<file path="config.mk">
export PLATFORM = sky130hd
export DESIGN_NAME = strobe_serial_tx_flat
export DESIGN_NICKNAME = d
export VERILOG_FILES = /design/src/rtl/strobe_serial_tx_pkg.sv /design/src/rtl/strobe_serial_tx_if.sv /design/src/rtl/strobe_phase_div.sv /design/src/rtl/strobe_serial_tx.sv /design/src/flat_wrapper.sv
export SDC_FILE = /design/constraint.sdc
export NUM_CORES = 1
export LEC_CHECK = 0
export ABC_AREA = 1
export CORE_MARGIN = 5
export CORE_UTILIZATION = 51
export CTS_CLUSTER_DIAMETER = 150
export DETAILED_ROUTE_END_ITERATION = 7
export HOLD_SLACK_MARGIN = 0.05
export MAX_ROUTING_LAYER = met4
export PLACE_DENSITY = 0.77
export SLEW_MARGIN = 5
export SYNTH_ARGS = -nofsm -noshare
export SYNTH_HDL_FRONTEND = slang
export SYNTH_SLANG_ARGS = --single-unit
</file>
<file path="constraint.sdc">
create_clock -name clk -period 1.45 [get_ports clk]
set_input_delay 0.29 -clock clk [delete_from_list [all_inputs] [get_ports clk]]
set_output_delay 0.29 -clock clk [all_outputs]
set_load 0.02 [all_outputs]
</file>
<file path="src/rtl/strobe_serial_tx_pkg.sv">
// rtl/strobe_serial_tx_pkg.sv - shared types and helpers for the strobe-clocked serial transmitter
package strobe_serial_tx_pkg;

   typedef enum logic [1:0] {
      IDLE  = 2'd0,
      SETUP = 2'd1,
      HOLD  = 2'd2
   } state_t;

   localparam logic IDLE_LEVEL = 1'b0;

   function automatic int frame_bits(input int data_w, input bit parity);
      return parity ? data_w + 1 : data_w;
   endfunction

endpackage

</file>
<file path="src/rtl/strobe_serial_tx_if.sv">
// rtl/strobe_serial_tx_if.sv - word handshake and serial link signals of strobe_serial_tx
interface strobe_serial_tx_if #(
   parameter int DATA_W = 8
);
   logic              in_valid;
   logic [DATA_W-1:0] in_data;
   logic              in_ready;
   logic              sdata;
   logic              sstrobe;
   logic              busy;
   logic              done;

   modport master (
      output in_valid, in_data,
      input  in_ready, sdata, sstrobe, busy, done
   );

   modport slave (
      input  in_valid, in_data,
      output in_ready, sdata, sstrobe, busy, done
   );
endinterface

</file>
<file path="src/rtl/strobe_phase_div.sv">
// rtl/strobe_phase_div.sv - DIV-cycle phase counter; phase_end marks the last cycle of each phase
module strobe_phase_div #(
   parameter int DIV = 2
) (
   input  logic clk,
   input  logic reset,
   input  logic start,
   output logic phase_end
);
   localparam int CW = $clog2(DIV + 1);

   logic [CW-1:0] cnt;

   // Free-running between frames; start realigns it to the accept edge.
   always_ff @(posedge clk) begin
      if (reset || start || phase_end) begin
         cnt <= '0;
      end else begin
         cnt <= cnt + CW'(1);
      end
   end

   assign phase_end = (cnt == CW'(DIV - 1));
endmodule

</file>
<file path="src/rtl/strobe_serial_tx.sv">
// rtl/strobe_serial_tx.sv - LSB-first serial transmitter with mid-bit capture strobe; STROBE_SERIAL_TX_PARITY_EN appends even parity
module strobe_serial_tx
   import strobe_serial_tx_pkg::*;
#(
   parameter int DATA_W = 8,
   parameter int DIV    = 2
) (
   input  logic clk,
   input  logic reset,
   strobe_serial_tx_if.slave bus
);
`ifdef STROBE_SERIAL_TX_PARITY_EN
   localparam int NBITS = frame_bits(DATA_W, 1'b1);
`else
   localparam int NBITS = frame_bits(DATA_W, 1'b0);
`endif
   localparam int BW = $clog2(NBITS + 1);

   state_t           state, state_nxt;
   logic [NBITS-1:0] shreg, shreg_nxt, load_word;
   logic [BW-1:0]    bitcnt, bitcnt_nxt;
   logic             sdata_q, sdata_nxt;
   logic             sstrobe_q, sstrobe_nxt;
   logic             done_q, done_nxt;
   logic             accept, phase_end, last_bit;

   assign bus.in_ready = (state == IDLE) && !reset;
   assign accept       = bus.in_valid && bus.in_ready;
   assign last_bit     = (bitcnt == BW'(NBITS - 1));

`ifdef STROBE_SERIAL_TX_PARITY_EN
   // Parity rides in the top bit of the shift register so it leaves last.
   assign load_word = {^bus.in_data, bus.in_data};
`else
   assign load_word = bus.in_data;
`endif

   strobe_phase_div #(.DIV(DIV)) u_phase_div (
      .clk       (clk),
      .reset     (reset),
      .start     (accept),
      .phase_end (phase_end)
   );

   always_ff @(posedge clk) begin
      if (reset) begin
         state     <= IDLE;
         shreg     <= '0;
         bitcnt    <= '0;
         sdata_q   <= IDLE_LEVEL;
         sstrobe_q <= IDLE_LEVEL;
         done_q    <= 1'b0;
      end else begin
         state     <= state_nxt;
         shreg     <= shreg_nxt;
         bitcnt    <= bitcnt_nxt;
         sdata_q   <= sdata_nxt;
         sstrobe_q <= sstrobe_nxt;
         done_q    <= done_nxt;
      end
   end

   always_comb begin
      state_nxt = state;
      case (state)
         IDLE:    if (accept)    state_nxt = SETUP;
         SETUP:   if (phase_end) state_nxt = HOLD;
         HOLD:    if (phase_end) state_nxt = last_bit ? IDLE : SETUP;
         default: state_nxt = IDLE;
      endcase
   end

   // sdata only moves on the strobe-falling edge or at frame start, never on the rise.
   always_comb begin
      shreg_nxt   = shreg;
      bitcnt_nxt  = bitcnt;
      sdata_nxt   = sdata_q;
      sstrobe_nxt = sstrobe_q;
      done_nxt    = 1'b0;
      case (state)
         IDLE: begin
            sstrobe_nxt = IDLE_LEVEL;
            sdata_nxt   = IDLE_LEVEL;
            if (accept) begin
               shreg_nxt  = load_word;
               bitcnt_nxt = '0;
               sdata_nxt  = bus.in_data[0];
            end
         end
         SETUP: begin
            if (phase_end) sstrobe_nxt = 1'b1;
         end
         HOLD: begin
            if (phase_end) begin
               sstrobe_nxt = 1'b0;
               if (last_bit) begin
                  sdata_nxt = IDLE_LEVEL;
                  done_nxt  = 1'b1;
               end else begin
                  bitcnt_nxt = bitcnt + BW'(1);
                  shreg_nxt  = shreg >> 1;
                  sdata_nxt  = shreg_nxt[0];
               end
            end
         end
         default: begin
            sstrobe_nxt = IDLE_LEVEL;
            sdata_nxt   = IDLE_LEVEL;
         end
      endcase
   end

   assign bus.sdata   = sdata_q;
   assign bus.sstrobe = sstrobe_q;
   assign bus.done    = done_q;
   assign bus.busy    = (state != IDLE);
endmodule
</file>
<file path="src/flat_wrapper.sv">
// flat-port wrapper written by rule: the top's interface ports become plain ports
module strobe_serial_tx_flat import strobe_serial_tx_pkg::*;
#(
   parameter int DATA_W = 8,
   parameter int DIV    = 2
)
  (clk, reset, bus_in_valid, bus_in_data, bus_in_ready, bus_sdata, bus_sstrobe, bus_busy, bus_done);
  strobe_serial_tx_if #(.DATA_W(DATA_W)) bus_i ();
  input  logic clk;
  input  logic reset;
  input wire logic [$bits(bus_i.in_valid)-1:0] bus_in_valid;
  input wire logic [$bits(bus_i.in_data)-1:0] bus_in_data;
  output wire logic [$bits(bus_i.in_ready)-1:0] bus_in_ready;
  output wire logic [$bits(bus_i.sdata)-1:0] bus_sdata;
  output wire logic [$bits(bus_i.sstrobe)-1:0] bus_sstrobe;
  output wire logic [$bits(bus_i.busy)-1:0] bus_busy;
  output wire logic [$bits(bus_i.done)-1:0] bus_done;
  assign bus_i.in_valid = bus_in_valid;
  assign bus_i.in_data = bus_in_data;
  assign bus_in_ready = bus_i.in_ready;
  assign bus_sdata = bus_i.sdata;
  assign bus_sstrobe = bus_i.sstrobe;
  assign bus_busy = bus_i.busy;
  assign bus_done = bus_i.done;
  strobe_serial_tx #(.DATA_W(DATA_W), .DIV(DIV)) u_core (.clk(clk), .reset(reset), .bus(bus_i));
endmodule
</file>
==> results of run 1 <==
[kinds of logic after synthesis]
family / after synthesis
buffers and inverters: 28
DFF: 18
adders and majority gates: 2
AOI/OAI and AO/OA: 17
and+or+nand+nor: 77
[path summary, 6_finish.rpt]
path	startpoint	to	slack [ps]	cells after the start
max	u_core.state[0]	bus_busy	100	4
min	u_core.bus.sdata	u_core.bus.sdata	480	2
max reg2reg	u_core.u_phase_div.cnt[0]	u_core.bitcnt[1]	100	7
min reg2reg	u_core.bus.sdata	u_core.bus.sdata	480	2
[registers in the layout, summed over array words and instances, names as in the netlist]
name                    cells
u_core.bitcnt               4
u_core.bus.sdata            1
u_core.u_phase_div.cnt      2
u_core.bus.done             1
u_core.bus.sstrobe          1
u_core.state                2
u_core.shreg                7
[through the flow]
stage	area, um^2	total power, mW	hold WS, ps
5_1_grt	1250	1.62	519
3_3_place_gp	1180	1.14	407
4_1_cts	1210	1.46	434
3_5_place_dp	1180	1.16	419
6_report	1250	1.49	479
2_1_floorplan	941	0.975	352
[timing repair]
action	in CTS	in global routing
endpoints found under the setup margin	5	13
pin swaps	1	3
setup buffers	1	1
resized for setup	11	10
[report_power, final]
part           switching (mW)  total (mW)  internal (mW)
clock network           0.151       0.304          0.153
logic                   0.310       0.565          0.255
registers              0.0395       0.618          0.578
[per-layer routing]
metal | up-vias | GRT usage (%)
met3 | 2 | 4.23
met4 | 0 | 8.94
li1 | 494 | -
met1 | 398 | 20.3
met5 | - | -
met2 | 18 | 25.8
[worst max-delay path: cells and delay by family, from the launching register on]
family                 cells  cell delay [ps]
and+or+nand+nor            1              120
buffers and inverters      3              320
DFF                        1              340
[layout make-up]
cell class | count | area [um^2] | area share (%)
multi-input cells | 96 | 478 | 38.3
flip-flops and latches | 18 | 365 | 29.3
repair buffers | 28 | 246 | 19.8
inverters | 24 | 90.1 | 7.22
clock buffers | 4 | 36.3 | 2.91
well taps | 25 | 31.3 | 2.51
[layout by cell type (no fill, tap or decap)]
master and count:
sky130_fd_sc_hd__inv_1 21, sky130_fd_sc_hd__dfxtp_1 14, sky130_fd_sc_hd__buf_2 2, sky130_fd_sc_hd__a21oi_2 2, sky130_fd_sc_hd__nand3_1 8, sky130_fd_sc_hd__nor2_1 21
sky130_fd_sc_hd__dfxtp_2 4, sky130_fd_sc_hd__o21ai_0 2, sky130_fd_sc_hd__a21oi_1 5, sky130_fd_sc_hd__inv_2 3, sky130_fd_sc_hd__clkbuf_8 1, sky130_fd_sc_hd__nor2_2 1
sky130_fd_sc_hd__nor2_4 2, sky130_fd_sc_hd__o211a_1 1, sky130_fd_sc_hd__ha_2 1, sky130_fd_sc_hd__nand2_1 40, sky130_fd_sc_hd__dlygate4sd2_1 3, sky130_fd_sc_hd__nor4_1 1
sky130_fd_sc_hd__nand4_1 2, sky130_fd_sc_hd__clkbuf_4 3, sky130_fd_sc_hd__nand3_2 2, sky130_fd_sc_hd__buf_12 1, sky130_fd_sc_hd__ha_4 1, sky130_fd_sc_hd__o21ai_1 6
sky130_fd_sc_hd__clkdlybuf4s50_1 10, sky130_fd_sc_hd__o21ai_2 1, sky130_fd_sc_hd__buf_4 12
==> metrics.log, run 1 <==
[metrics] routed length per instance: 9.86 um
[metrics] PortBufs: 15
[metrics] endpoints failing hold: 0
[metrics] leading post-synthesis cells by cell area: sky130_fd_sc_hd__dfxtp_1 (38%), sky130_fd_sc_hd__nand2_1 (16%), sky130_fd_sc_hd__inv_1 (8.8%), sky130_fd_sc_hd__nor2_1 (8.8%), sky130_fd_sc_hd__nand3_1 (4.3%)
[metrics] share of final-layout standard cells stronger than drive strength 1: between 20% and 30%
[metrics] number of synthesized flops with an enable pin: 0
[metrics] kind of critical path: flip-flop to output port
[metrics] uppermost signal routing layer after detailed routing: met4
[metrics] number of max-cap violations: 0
[metrics] run status: complete, no violations
[metrics] clock latency reported for the late side of the worst-skew pair: roughly 280 ps
[metrics] aggregate routed wire length: between 1.5 and 2 mm
[metrics] total congestion overflow after global routing: 0
[metrics] top post-synthesis cells by count: sky130_fd_sc_hd__nand2_1 (40), sky130_fd_sc_hd__inv_1 (22), sky130_fd_sc_hd__nor2_1 (22), sky130_fd_sc_hd__dfxtp_1 (18), sky130_fd_sc_hd__nand3_1 (8)
[metrics] area fraction in compound gates after synthesis: 10.4%
[metrics] top flip-flop cell by instance count after synthesis: sky130_fd_sc_hd__dfxtp_1
[metrics] area leader, netlist: sky130_fd_sc_hd__dfxtp_1
[metrics] starting density of the core: 53.9%
[metrics] nets@finish: 184
[metrics] starting DRC count in detailed routing: 14
[metrics] number of failing setup endpoints in the final timing report: 0
[metrics] crit-path max FO: 2
[metrics] clock-pin slew on the worst setup and hold paths: about 100 ps
[metrics] flip-flop and latch count after synthesis: 18
[metrics] Cells after DPL: between 150 and 200
[metrics] routed metal-1 wirelength: 872 um
[metrics] TritonCTS clock tree: done
[metrics] sort of element at the end of the critical path: output port
[metrics] number of antenna violations at the first check in global routing: 0
[metrics] Vias/cell: 4.68
[metrics] setup slack of the critical path after layout: 98.4 ps
[metrics] Crit path arrival time: between 1000 and 1500 ps
[metrics] largest net degree at the start of global routing: 21
[metrics] filler instances: approximately 150
[metrics] max frequency: 740 MHz
[metrics] worst endpoint required time: 1160 ps
[metrics] Gate Count Post-Synth: 142
[metrics] H-tree lvl count: 1
[metrics] Cell Area, Synth: 941 um^2
[metrics] setup clock skew after layout: 2.91 ps
[metrics] final critical-path required period: 1350 ps
[metrics] CP cell instances: nor2_2, inv_2, buf_4, buf_2
[metrics] startpoint types: flip-flop
[metrics] normalized max-slew margin: 84.4%
[metrics] total negative slack: 0 ps
[metrics] final max-slew violation count: 0
[metrics] post-synthesis sequential area ratio: 38.3%
[metrics] synthesized-area fraction occupied by adder cells: 2.66%
[metrics] P_leak: 0.625 nW
[metrics] fraction of synthesized cell area in xor and xnor cells: 0%
[metrics] Total GRT Usage: roughly 17%
[metrics] boundary pin count: 16
[metrics] number of library cell types mapped by synthesis: 20
[metrics] placement-stage worst setup slack: -263 ps
[metrics] total length of routed met2 wires: about 940 um
[metrics] dominant combinational cell family by area after synthesis: simple AND/OR/NAND/NOR gates
[metrics] per-instance average area after synthesis: roughly 6.6 um^2
[metrics] Layout Area Growth over Synthesis: 32.6%
[metrics] first-pass GRT wire length: 3.43 mm
[metrics] n_diodes: 0
[metrics] weighted congestion reported at the end of routability-driven placement: about 0.86
[metrics] hold-fix buffer count after cts: 0
[metrics] Vert. Die Dim: 53.0 um
[metrics] cell at the root of the clock tree: sky130_fd_sc_hd__clkbuf_4
[metrics] clock buffer count from CTS: 3
[metrics] number of placement rows: 15
[metrics] detailed-routing iteration count for the pre-antenna-repair pass: 4
[metrics] drc violations: 0
[metrics] Pwr Density: 1190 nW/um^2
[metrics] core utilization of the finished layout: 71.5%
[metrics] Ys Warns: 0
[metrics] Post-synth ARST share: 0%
[metrics] Max stage delay cell, worst path: sky130_fd_sc_hd__dfxtp_2
[metrics] die outline area: 2800 um^2
[metrics] Mapped Nets: ~160
[metrics] die width: 53.0 um
[metrics] highest cell delay on the worst timing path: ~340 ps
[metrics] Synth Area in Simple Gates: a little over a third
[metrics] final non-filler cell total: 195
[metrics] Period Utilization, post-route: 93.2%
[metrics] total via count in the routed design: 912
[metrics] estimated wirelength of the detail-placed design: about 1.5 mm
[metrics] post-synth top area share: 38.3%
[metrics] via count of the first global-routing pass: ~840
[metrics] leading cell type by number of instances after synthesis: sky130_fd_sc_hd__nand2_1
[metrics] class of the tightest hold or removal check: flip-flop to flip-flop
[metrics] remaining antenna violation count after routing: 0
[metrics] met3 WL post-DR: 92 um
[metrics] core box area: 1750 um^2
[metrics] total clock sinks: 18
[metrics] clk buf depth: 2
[metrics] worst slew pin tran: 231 ps
[metrics] peak supply drop: 823 uV
[metrics] proportion of synthesized area in mux cells: 0%
No activity file was read; power rests on OpenSTA's default activity.
==> run 2, diff against run 1 <==
==> constraint.sdc (replaced) <==
create_clock -name clk -period 1.27 [get_ports clk]
set_input_delay 0.254 -clock clk [delete_from_list [all_inputs] [get_ports clk]]
set_output_delay 0.254 -clock clk [all_outputs]
set_load 0.02 [all_outputs]
==> run 2 against run 1 <==
Compared with the run above: the flow now finishes with violations (setup timing); cell area up 30%; routed wire length up 99%; largest power group is now combinational cells; final cell count up 7.2%; critical endpoint is now u_core.bitcnt[2].
==> metrics.log, run 2 (same netlist as run 1, synthesis figures left out) <==
[metrics] setup clock skew after layout: 7.50 ps
[metrics] Max stage delay cell, worst path: sky130_fd_sc_hd__dfxtp_4
[metrics] clk buf depth: 2
[metrics] clock latency reported for the late side of the worst-skew pair: 310 ps
[metrics] largest net degree at the start of global routing: 15
[metrics] Period Utilization, post-route: 111%
[metrics] core box area: 1750 um^2
[metrics] estimated wirelength of the detail-placed design: between 1.5 and 2 mm
[metrics] Reg-to-Reg Start: u_core.state[1]
[metrics] number of failing setup endpoints in the final timing report: 15
[metrics] H-tree lvl count: 1
[metrics] number of placement rows: 15
[metrics] startpoint types: flip-flop
[metrics] routed length per instance: 18.3 um
[metrics] worst slew pin tran: about 230 ps
[metrics] setup slack of the worst register-to-register path: -130 ps
[metrics] cell at the root of the clock tree: sky130_fd_sc_hd__clkbuf_4
[metrics] filler instances: 54
[metrics] CP cell instances: buf_6, buf_6, inv_2, nor2_4, buf_6, nand2_2, nand2_2, nand3_2, a21oi_2
[metrics] destination of the worst register-to-register timing path: u_core.bitcnt[2]
[metrics] Layout Area Growth over Synthesis: 73.0%
[metrics] run status: finished with violations
[metrics] remaining antenna violation count after routing: 0
[metrics] via count of the first global-routing pass: ~1,100
[metrics] source of the critical timing path: u_core.state[1]
[metrics] share of final-layout standard cells stronger than drive strength 1: 48.9%
[metrics] total via count in the routed design: 1,193
[metrics] Total GRT Usage: 24.7%
[metrics] max frequency: around 700 MHz
[metrics] Top Registers: u_core.shreg: 7 flops, u_core.bitcnt: 4 flops
[metrics] boundary pin count: 16
[metrics] Crit path arrival time: ~1600 ps
[metrics] normalized max-slew margin: 84.6%
[metrics] TritonCTS clock tree: done
[metrics] Vias/cell: between 5 and 6
[metrics] number of antenna violations at the first check in global routing: 0
[metrics] total clock sinks: 18
[metrics] starting DRC count in detailed routing: 62
[metrics] hold-fix buffer count after cts: 0
[metrics] final non-filler cell total: 209
[metrics] weighted congestion reported at the end of routability-driven placement: 0.862
[metrics] n_diodes: 0
[metrics] total negative slack: -1310 ps
[metrics] die width: 53.0 um
[metrics] most common library cell in the layout ignoring fill and taps: sky130_fd_sc_hd__nand2_1
[metrics] sort of element at the end of the critical path: flip-flop
[metrics] die outline area: between 2000 and 3000 um^2
[metrics] final critical-path required period: 1400 ps
[metrics] RSZ-0062 raised after global routing: true
[metrics] placement-stage worst setup slack: -405 ps
[metrics] flip-flop count of the largest register after layout: 7
[metrics] peak supply drop: 1070 uV
[metrics] drc violations: 0
[metrics] number of max-cap violations: 0
[metrics] first-pass GRT wire length: 4.86 mm
[metrics] highest cell delay on the worst timing path: 380 ps
[metrics] PortBufs: 15
[metrics] starting density of the core: 53.9%
[metrics] clock buffer count from CTS: 3
[metrics] length in cells of the worst reg-to-reg path: 9
[metrics] total congestion overflow after global routing: 0
[metrics] CP most frequent cell: sky130_fd_sc_hd__buf_6
[metrics] worst endpoint required time: around 1500 ps
[metrics] P_leak: 0.747 nW
[metrics] crit-path max FO: 5
[metrics] detailed-routing iteration count for the pre-antenna-repair pass: 4
[metrics] critical path capture point: u_core.bitcnt[2]
[metrics] setup slack of the critical path after layout: -133 ps
[metrics] Cells after DPL: 194
[metrics] commonest non-fill, non-tap cells in the layout: sky130_fd_sc_hd__nand2_1 (28), sky130_fd_sc_hd__inv_1 (19), sky130_fd_sc_hd__buf_4 (18)
[metrics] endpoints failing hold: 0
[metrics] failing checks: setup timing
[metrics] nets@finish: 199
[metrics] clock-pin slew on the worst setup and hold paths: approximately 110 ps
[metrics] final max-slew violation count: 0
[metrics] class of the tightest hold or removal check: flip-flop to flip-flop
[metrics] Biggest register: u_core.shreg
[metrics] power after layout: about 2.2 mW
[metrics] Vert. Die Dim: 53.0 um
[metrics] Pwr Density: 1380 nW/um^2
[metrics] kind of critical path: flip-flop to flip-flop
[metrics] aggregate routed wire length: ~3.8 mm
## run 2: cell types whose count changed in the layout (fill, tap and decap cells not counted), sizes merged
| cell | before | now |
|---|---|---|
| buf | 15 | 30 |
| clkdlybuf4s50 | 10 | 9 |
## run 2: power breakdown
part	switching [mW]	internal, mW
Sequential	0.0696	0.662
Clock	0.188	0.111
Combinational	0.647	0.564
## run 2: routing by layer
metal,wire [um],track usage (%),vias up
met1,1430,28.7,567
met5,0,-,-
li1,-,-,522
met4,204,10.6,0
met3,318,3.66,23
met2,1870,42.1,81
## run 2: layout make-up
cell class	count	area, um^2	share of cell area (%)
inverter	24	92.6	5.69
timing repair buffer	43	434	26.7
clock buffer	3	22.5	1.38
tap	25	31.3	1.92
multi-input combinational	96	677	41.6
sequential	18	370	22.8
## run 2: stage by stage
stage	hold slack, ps	instance area, um^2	util (%)
finish	436	1630	93.3
global route	449	1630	93.3
CTS	406	1470	84.1
detailed placement	417	1240	70.9
global placement	407	1240	70.9
floorplan	316	945	-
## run 2: worst min path at each step
stage	end	cells past startpoint	slack [ps]	from
floorplan	u_core.bitcnt[2]	1	320	reset
global route	u_core.u_phase_div.cnt[0]	1	450	u_core.u_phase_div.cnt[0]
detailed placement	u_core.u_phase_div.cnt[0]	1	420	u_core.u_phase_div.cnt[0]
global placement	u_core.u_phase_div.cnt[0]	1	410	u_core.u_phase_div.cnt[0]
CTS	u_core.state[0]	3	410	reset
finish	u_core.u_phase_div.cnt[0]	1	440	u_core.u_phase_div.cnt[0]
## run 2: repair_timing
action / in CTS / in global routing
buffers inserted: 8 / 8
pin swaps: 11 / 20
endpoints found under the setup margin: 14 / 18
resized for setup: 47 / 46
gates cloned: 2 / 0
## run 2: critical path, delay by kind of cell (launching register included)
family          cells  cell delay (ps)
buf+inv             4              420
compound gates      1              160
simple gates        4              360
flops               1              380
